==> config.mk <==
export PLATFORM = sky130hd
export DESIGN_NAME = stopwatch_ctrl
export DESIGN_NICKNAME = d
export VERILOG_FILES = /design/src/rtl/stopwatch_ctrl.sv
export SDC_FILE = /design/constraint.sdc
export NUM_CORES = 1
export LEC_CHECK = 0
export BUFFER_PORTS_ARGS = -buffer_cell sky130_fd_sc_hd__buf_2
export CAP_MARGIN = 40
export CELL_PAD_IN_SITES_DETAIL_PLACEMENT = 1
export CELL_PAD_IN_SITES_GLOBAL_PLACEMENT = 1
export CORE_ASPECT_RATIO = 2
export CORE_MARGIN = 1
export CORE_UTILIZATION = 42
export DETAILED_ROUTE_END_ITERATION = 7
export GPL_TIMING_DRIVEN = 0
export PLACE_DENSITY = 0.8
export SLEW_MARGIN = 40
export SYNTH_ARGS = -nofsm -noshare
export SYNTH_HDL_FRONTEND = slang
export SYNTH_SLANG_ARGS = --single-unit
export TNS_END_PERCENT = 10
==> constraint.sdc <==
create_clock -name clk -period 3.2 [get_ports clk]
set_clock_uncertainty 0.15 [all_clocks]
set_input_delay 0.32 -clock clk [delete_from_list [all_inputs] [get_ports clk]]
set_output_delay 0.32 -clock clk [all_outputs]
set_load 0.1 [all_outputs]
==> src/rtl/stopwatch_ctrl.sv <==
// stopwatch_ctrl: run/stop/clear FSM with cascaded cs/s/min/h counters; optional lap freeze under STOPWATCH_LAP_EN
module stopwatch_ctrl #(
  parameter int MSEC_MAX = 100,
  parameter int SEC_MAX  = 60,
  parameter int MIN_MAX  = 60,
  parameter int HOUR_MAX = 24
) (
  input  logic       clk,
  input  logic       rst,
  input  logic       i_tick,
  input  logic       i_btn_run,
  input  logic       i_btn_clear,
  input  logic       i_btn_lap,
  output logic [6:0] o_msec,
  output logic [5:0] o_sec,
  output logic [5:0] o_min,
  output logic [4:0] o_hour,
  output logic [1:0] o_state,
  output logic       o_tick_en
);
  localparam logic [1:0] S_STOP  = 2'd0;
  localparam logic [1:0] S_RUN   = 2'd1;
  localparam logic [1:0] S_CLEAR = 2'd2;
  localparam logic [6:0] MSEC_LAST = 7'(MSEC_MAX - 1);
  localparam logic [5:0] SEC_LAST  = 6'(SEC_MAX - 1);
  localparam logic [5:0] MIN_LAST  = 6'(MIN_MAX - 1);
  localparam logic [4:0] HOUR_LAST = 5'(HOUR_MAX - 1);
  logic [1:0] state_q, state_d;
  logic       run_prev_q, clr_prev_q;
  logic [6:0] msec_q, msec_d;
  logic [5:0] sec_q, sec_d;
  logic [5:0] min_q, min_d;
  logic [4:0] hour_q, hour_d;
  logic       run_ev, clr_ev, count_en;
  logic       msec_wrap, sec_wrap, min_wrap, hour_wrap;
  assign run_ev   = i_btn_run & ~run_prev_q;
  assign clr_ev   = i_btn_clear & ~clr_prev_q;
  assign count_en = i_tick & (state_q == S_RUN);
  // next state: clear beats run in STOP, CLEAR is a single cycle, unused encoding falls back to STOP
  always_comb begin
    state_d = (state_q == S_STOP) ? (clr_ev ? S_CLEAR : (run_ev ? S_RUN : S_STOP)) :
              (state_q == S_RUN)  ? (run_ev ? S_STOP : S_RUN) : S_STOP;
  end
  // cascaded counters: every carry resolves in the same cycle as the tick
  always_comb begin
    msec_wrap = msec_q == MSEC_LAST;
    sec_wrap  = sec_q == SEC_LAST;
    min_wrap  = min_q == MIN_LAST;
    hour_wrap = hour_q == HOUR_LAST;
    msec_d = msec_q;
    sec_d  = sec_q;
    min_d  = min_q;
    hour_d = hour_q;
    if (state_q == S_CLEAR) begin
      msec_d = '0;
      sec_d  = '0;
      min_d  = '0;
      hour_d = '0;
    end else if (count_en) begin
      msec_d = msec_wrap ? '0 : msec_q + 7'd1;
      if (msec_wrap) sec_d = sec_wrap ? '0 : sec_q + 6'd1;
      if (msec_wrap && sec_wrap) min_d = min_wrap ? '0 : min_q + 6'd1;
      if (msec_wrap && sec_wrap && min_wrap) hour_d = hour_wrap ? '0 : hour_q + 5'd1;
    end
  end
  // state, button history and live counters
  always_ff @(posedge clk) begin
    if (rst) begin
      state_q    <= S_STOP;
      run_prev_q <= 1'b0;
      clr_prev_q <= 1'b0;
      msec_q     <= '0;
      sec_q      <= '0;
      min_q      <= '0;
      hour_q     <= '0;
    end else begin
      state_q    <= state_d;
      run_prev_q <= i_btn_run;
      clr_prev_q <= i_btn_clear;
      msec_q     <= msec_d;
      sec_q      <= sec_d;
      min_q      <= min_d;
      hour_q     <= hour_d;
    end
  end
  assign o_state   = state_q;
  assign o_tick_en = state_q == S_RUN;
`ifdef STOPWATCH_LAP_EN
  logic       lap_prev_q, lap_ev;
  logic       freeze_q, freeze_d;
  logic [6:0] snap_msec_q;
  logic [5:0] snap_sec_q, snap_min_q;
  logic [4:0] snap_hour_q;
  assign lap_ev = i_btn_lap & ~lap_prev_q;
  // freeze toggles on lap only in RUN; stopping the run releases it, as does any other state
  always_comb begin
    freeze_d = (state_q == S_RUN) ? (run_ev ? 1'b0 : (lap_ev ? ~freeze_q : freeze_q)) : 1'b0;
  end
  // snapshot the displayed time on the cycle the freeze engages
  always_ff @(posedge clk) begin
    if (rst) begin
      lap_prev_q  <= 1'b0;
      freeze_q    <= 1'b0;
      snap_msec_q <= '0;
      snap_sec_q  <= '0;
      snap_min_q  <= '0;
      snap_hour_q <= '0;
    end else begin
      lap_prev_q <= i_btn_lap;
      freeze_q   <= freeze_d;
      if (freeze_d && !freeze_q) begin
        snap_msec_q <= msec_q;
        snap_sec_q  <= sec_q;
        snap_min_q  <= min_q;
        snap_hour_q <= hour_q;
      end
    end
  end
  assign o_msec = freeze_q ? snap_msec_q : msec_q;
  assign o_sec  = freeze_q ? snap_sec_q : sec_q;
  assign o_min  = freeze_q ? snap_min_q : min_q;
  assign o_hour = freeze_q ? snap_hour_q : hour_q;
`else
  logic unused_lap;
  assign unused_lap = i_btn_lap;
  assign o_msec = msec_q;
  assign o_sec  = sec_q;
  assign o_min  = min_q;
  assign o_hour = hour_q;
`endif
endmodule

==> flow_metrics.py <==
metrics = {
    "run_status": {
        "status": "completed",
    },
    "setup_path": {
        "r2r_cells": 6,
        "end_kind": "flip-flop",
        "rr_startpoint": "o_msec[0]",
        "cp-start-kind": "flip-flop",
        "worstPathRequired_ns": 3.25,
        "crit_fanout": 7,
        "critPathKind": "reg2reg",
        "crit_start": "o_msec[0]",
        "r2r_slack_ns": 1.15,
        "regToRegEndpoint": "o_hour[3]",
        "worstPathArrival_ns": 2.10,
        "critPathCapture": "o_hour[3]",
    },
    "yosys": {
        "synth.distinct_cells": 46,
        "synth_warnings": 0,
        "seq_area_frac_synth_pct": 39.7,
        "ys_ff_latch": 28,
        "async_reset_ff_share_pct": 0,
        "avgSynthCellArea_sq_um": 9.06,
        "synth_edf_count": 0,
        "synthFlopType": "dfxtp_1",
        "syn_area_sq_um": 1410,
        "synth_cells": 156,
        "synth_top_area_cell": "dfxtp_1",
        "yosysTopAreaCellShare_pct": 39.7,
        "synth.net_count": 166,
        "synth_area_leaders": "dfxtp_1, a21oi_1, nor2_1, ha_1, nand2_1",
    },
    "clock_tree": {
        "cts_resized": 0,
        "root_buffer": "clkbuf_8",
        "insertion_delay_ns": 0.28,
        "post_cts_buffers": 0,
        "clkTransAtPathRegs_ns": 0.09,
        "htree_levels": 1,
        "holdBufCountCts": 0,
        "clockBufferDepth": 2,
        "cts_sinks": 28,
        "cts-buffers-inserted": 3,
        "cts_tree": "done",
    },
    "timing": {
        "finalCriticalPeriod_ns": 2.05,
        "max-slew-margin-rel_pct": 55.2,
        "setup_tns_ns": 0,
        "tightest_slew_ns": 0.672,
        "hold_violations": 0,
        "setup_viol": 0,
        "max_freq_ghz": 0.488,
        "rsz0062_at_grt": "no",
        "final_max_slew_viol_count": 0,
        "fin_crit_sh_pct": 64.0,
    },
    "cells_and_area": {
        "finish.utilization_pct": 51.6,
        "final_cell_mix": "buf_2, dfxtp_1, nor2_1",
        "fillerInstances": 416,
        "final_common_cell": "buf_2",
        "drive_gt1_share_pct": 25.8,
        "syn2layout_area_growth_pct": 16.7,
        "final_area_sq_um": 1650,
        "antenna_cells": 0,
        "nets": 202,
    },
    "floorplanning": {
        "start_util_pct": 44.2,
        "die_w_um": 43.0,
        "row_count": 29,
        "die_h_um": 84.0,
        "dieArea_sq_um": 3610,
        "io_pins": 33,
        "coreArea_sq_um": 3190,
    },
    "job": {
        "maxCapViolCount": 0,
    },
    "route": {
        "vias": 1312,
        "drc": 0,
        "routed_wl_um": 3550,
        "wl_per_cell_um": 16.1,
        "drtIter0Drc": 13,
        "dr.pass1.iters": 3,
        "vias_per_cell": 5.94,
        "ant_nets": 0,
    },
    "placement": {
        "numPortBuffers": 31,
        "placed_area_sq_um": 1610,
        "place.gp.congestion": 0.793,
        "dp_hpwl_um": 2750,
    },
    "hold_path": {
        "hold_path.class": "in2reg",
    },
    "power": {
        "p_leak_uw": 0.000696,
        "power_per_cell_area_nw_per_um2": 362,
        "power.total_uw": 596,
        "ir_drop_v": 0.000268,
    },
    "global_route": {
        "antenna_found_initial": 0,
        "grt_pass1_vias": 1377,
        "grt_usage_pct": 21.5,
        "grt_max_degree": 15,
        "grt_pass1_wl_um": 6110,
        "overflow": 0,
    },
}
## Yosys cell counts, types with 3 or more instances
cell     number
dfxtp_1      28
nor2_1       14
nand2_1      13
a21oi_1      11
nand3_1       7
nand4_1       6
o21ai_0       6
or4_1         5
xnor2_1       5
ha_1          4
o31ai_1       4
xor2_1        4
and3_1        3
buf_4         3
nor2b_1       3
## worst max-delay path, cell delays in order (launching register included)
cell     delay [ns]
dfxtp_1        0.43
ha_1           0.24
and3b_1        0.17
buf_4          0.14
nand4_2        0.18
or4_1          0.51
a21oi_1        0.15
## layer usage
metal,vias up,routed length (um),GRT usage [%]
li1,650,-,-
met1,630,1310,21.5
met2,23,2080,42.0
met3,9,68,2.38
met4,0,86,8.26
met5,-,0,0
## cells by family after synthesis
| group | Yosys count | share of synthesized area (%) |
|---|---|---|
| AND/OR/NAND/NOR | 76 | 33.5 |
| AO/OA/AOI/OAI | 29 | 12.8 |
| flip-flops | 28 | 39.7 |
| XOR/XNOR | 9 | 5.58 |
| buffers and inverters | 8 | 3.54 |
| adder cells (fa/ha/maj) | 4 | 3.54 |
| multiplexers | 2 | 1.42 |
## report_power, final
part	switching [uW]	leakage [uW]	total [uW]	internal (uW)
logic	38.5	0.000448	49.2	10.6
registers	3.31	0.000226	355	352
clock network	107	0.0000216	192	84.7
total	149	0.000696	596	447
## how the worst min path moves through the flow
stage                             to  depth (start not counted)      start
after detailed placement    o_min[1]                          2   o_min[1]
after global placement      o_min[1]                          2   o_min[1]
final                     run_prev_q                          2  i_btn_run
after global routing      run_prev_q                          2  i_btn_run
after floorplan           clr_prev_q                          1        rst
after CTS                 clr_prev_q                          2        rst
## final cells by class
| class | count | area (sq um) | share of cell area (%) |
|---|---|---|---|
| Timing Repair Buffer | 31 | 155 | 9.42 |
| Multi-Input combinational cell | 120 | 802 | 48.7 |
| Tap cell | 31 | 38.8 | 2.35 |
| Clock buffer | 3 | 41.3 | 2.51 |
| Inverter | 2 | 7.51 | 0.456 |
| Buffer | 6 | 42.5 | 2.58 |
| Sequential cell | 28 | 561 | 34.0 |
## flip-flops by register name, indices dropped and copies added (netlist names)
name	cells
o_state	2
o_sec	6
o_hour	5
clr_prev_q	1
run_prev_q	1
o_msec	7
o_min	6
## stage by stage
| step | setup WS [ns] | hold slack, ns | instances |
|---|---|---|---|
| floorplan | 0.219 | 0.242 | 156 |
| global placement | 1.24 | 0.324 | 218 |
| detailed placement | 1.15 | 0.336 | 218 |
| CTS | 1.13 | 0.131 | 221 |
| global route | 0.968 | 0.138 | 221 |
| finish | 1.15 | 0.124 | 221 |
No activity file was read; power rests on OpenSTA's default activity.
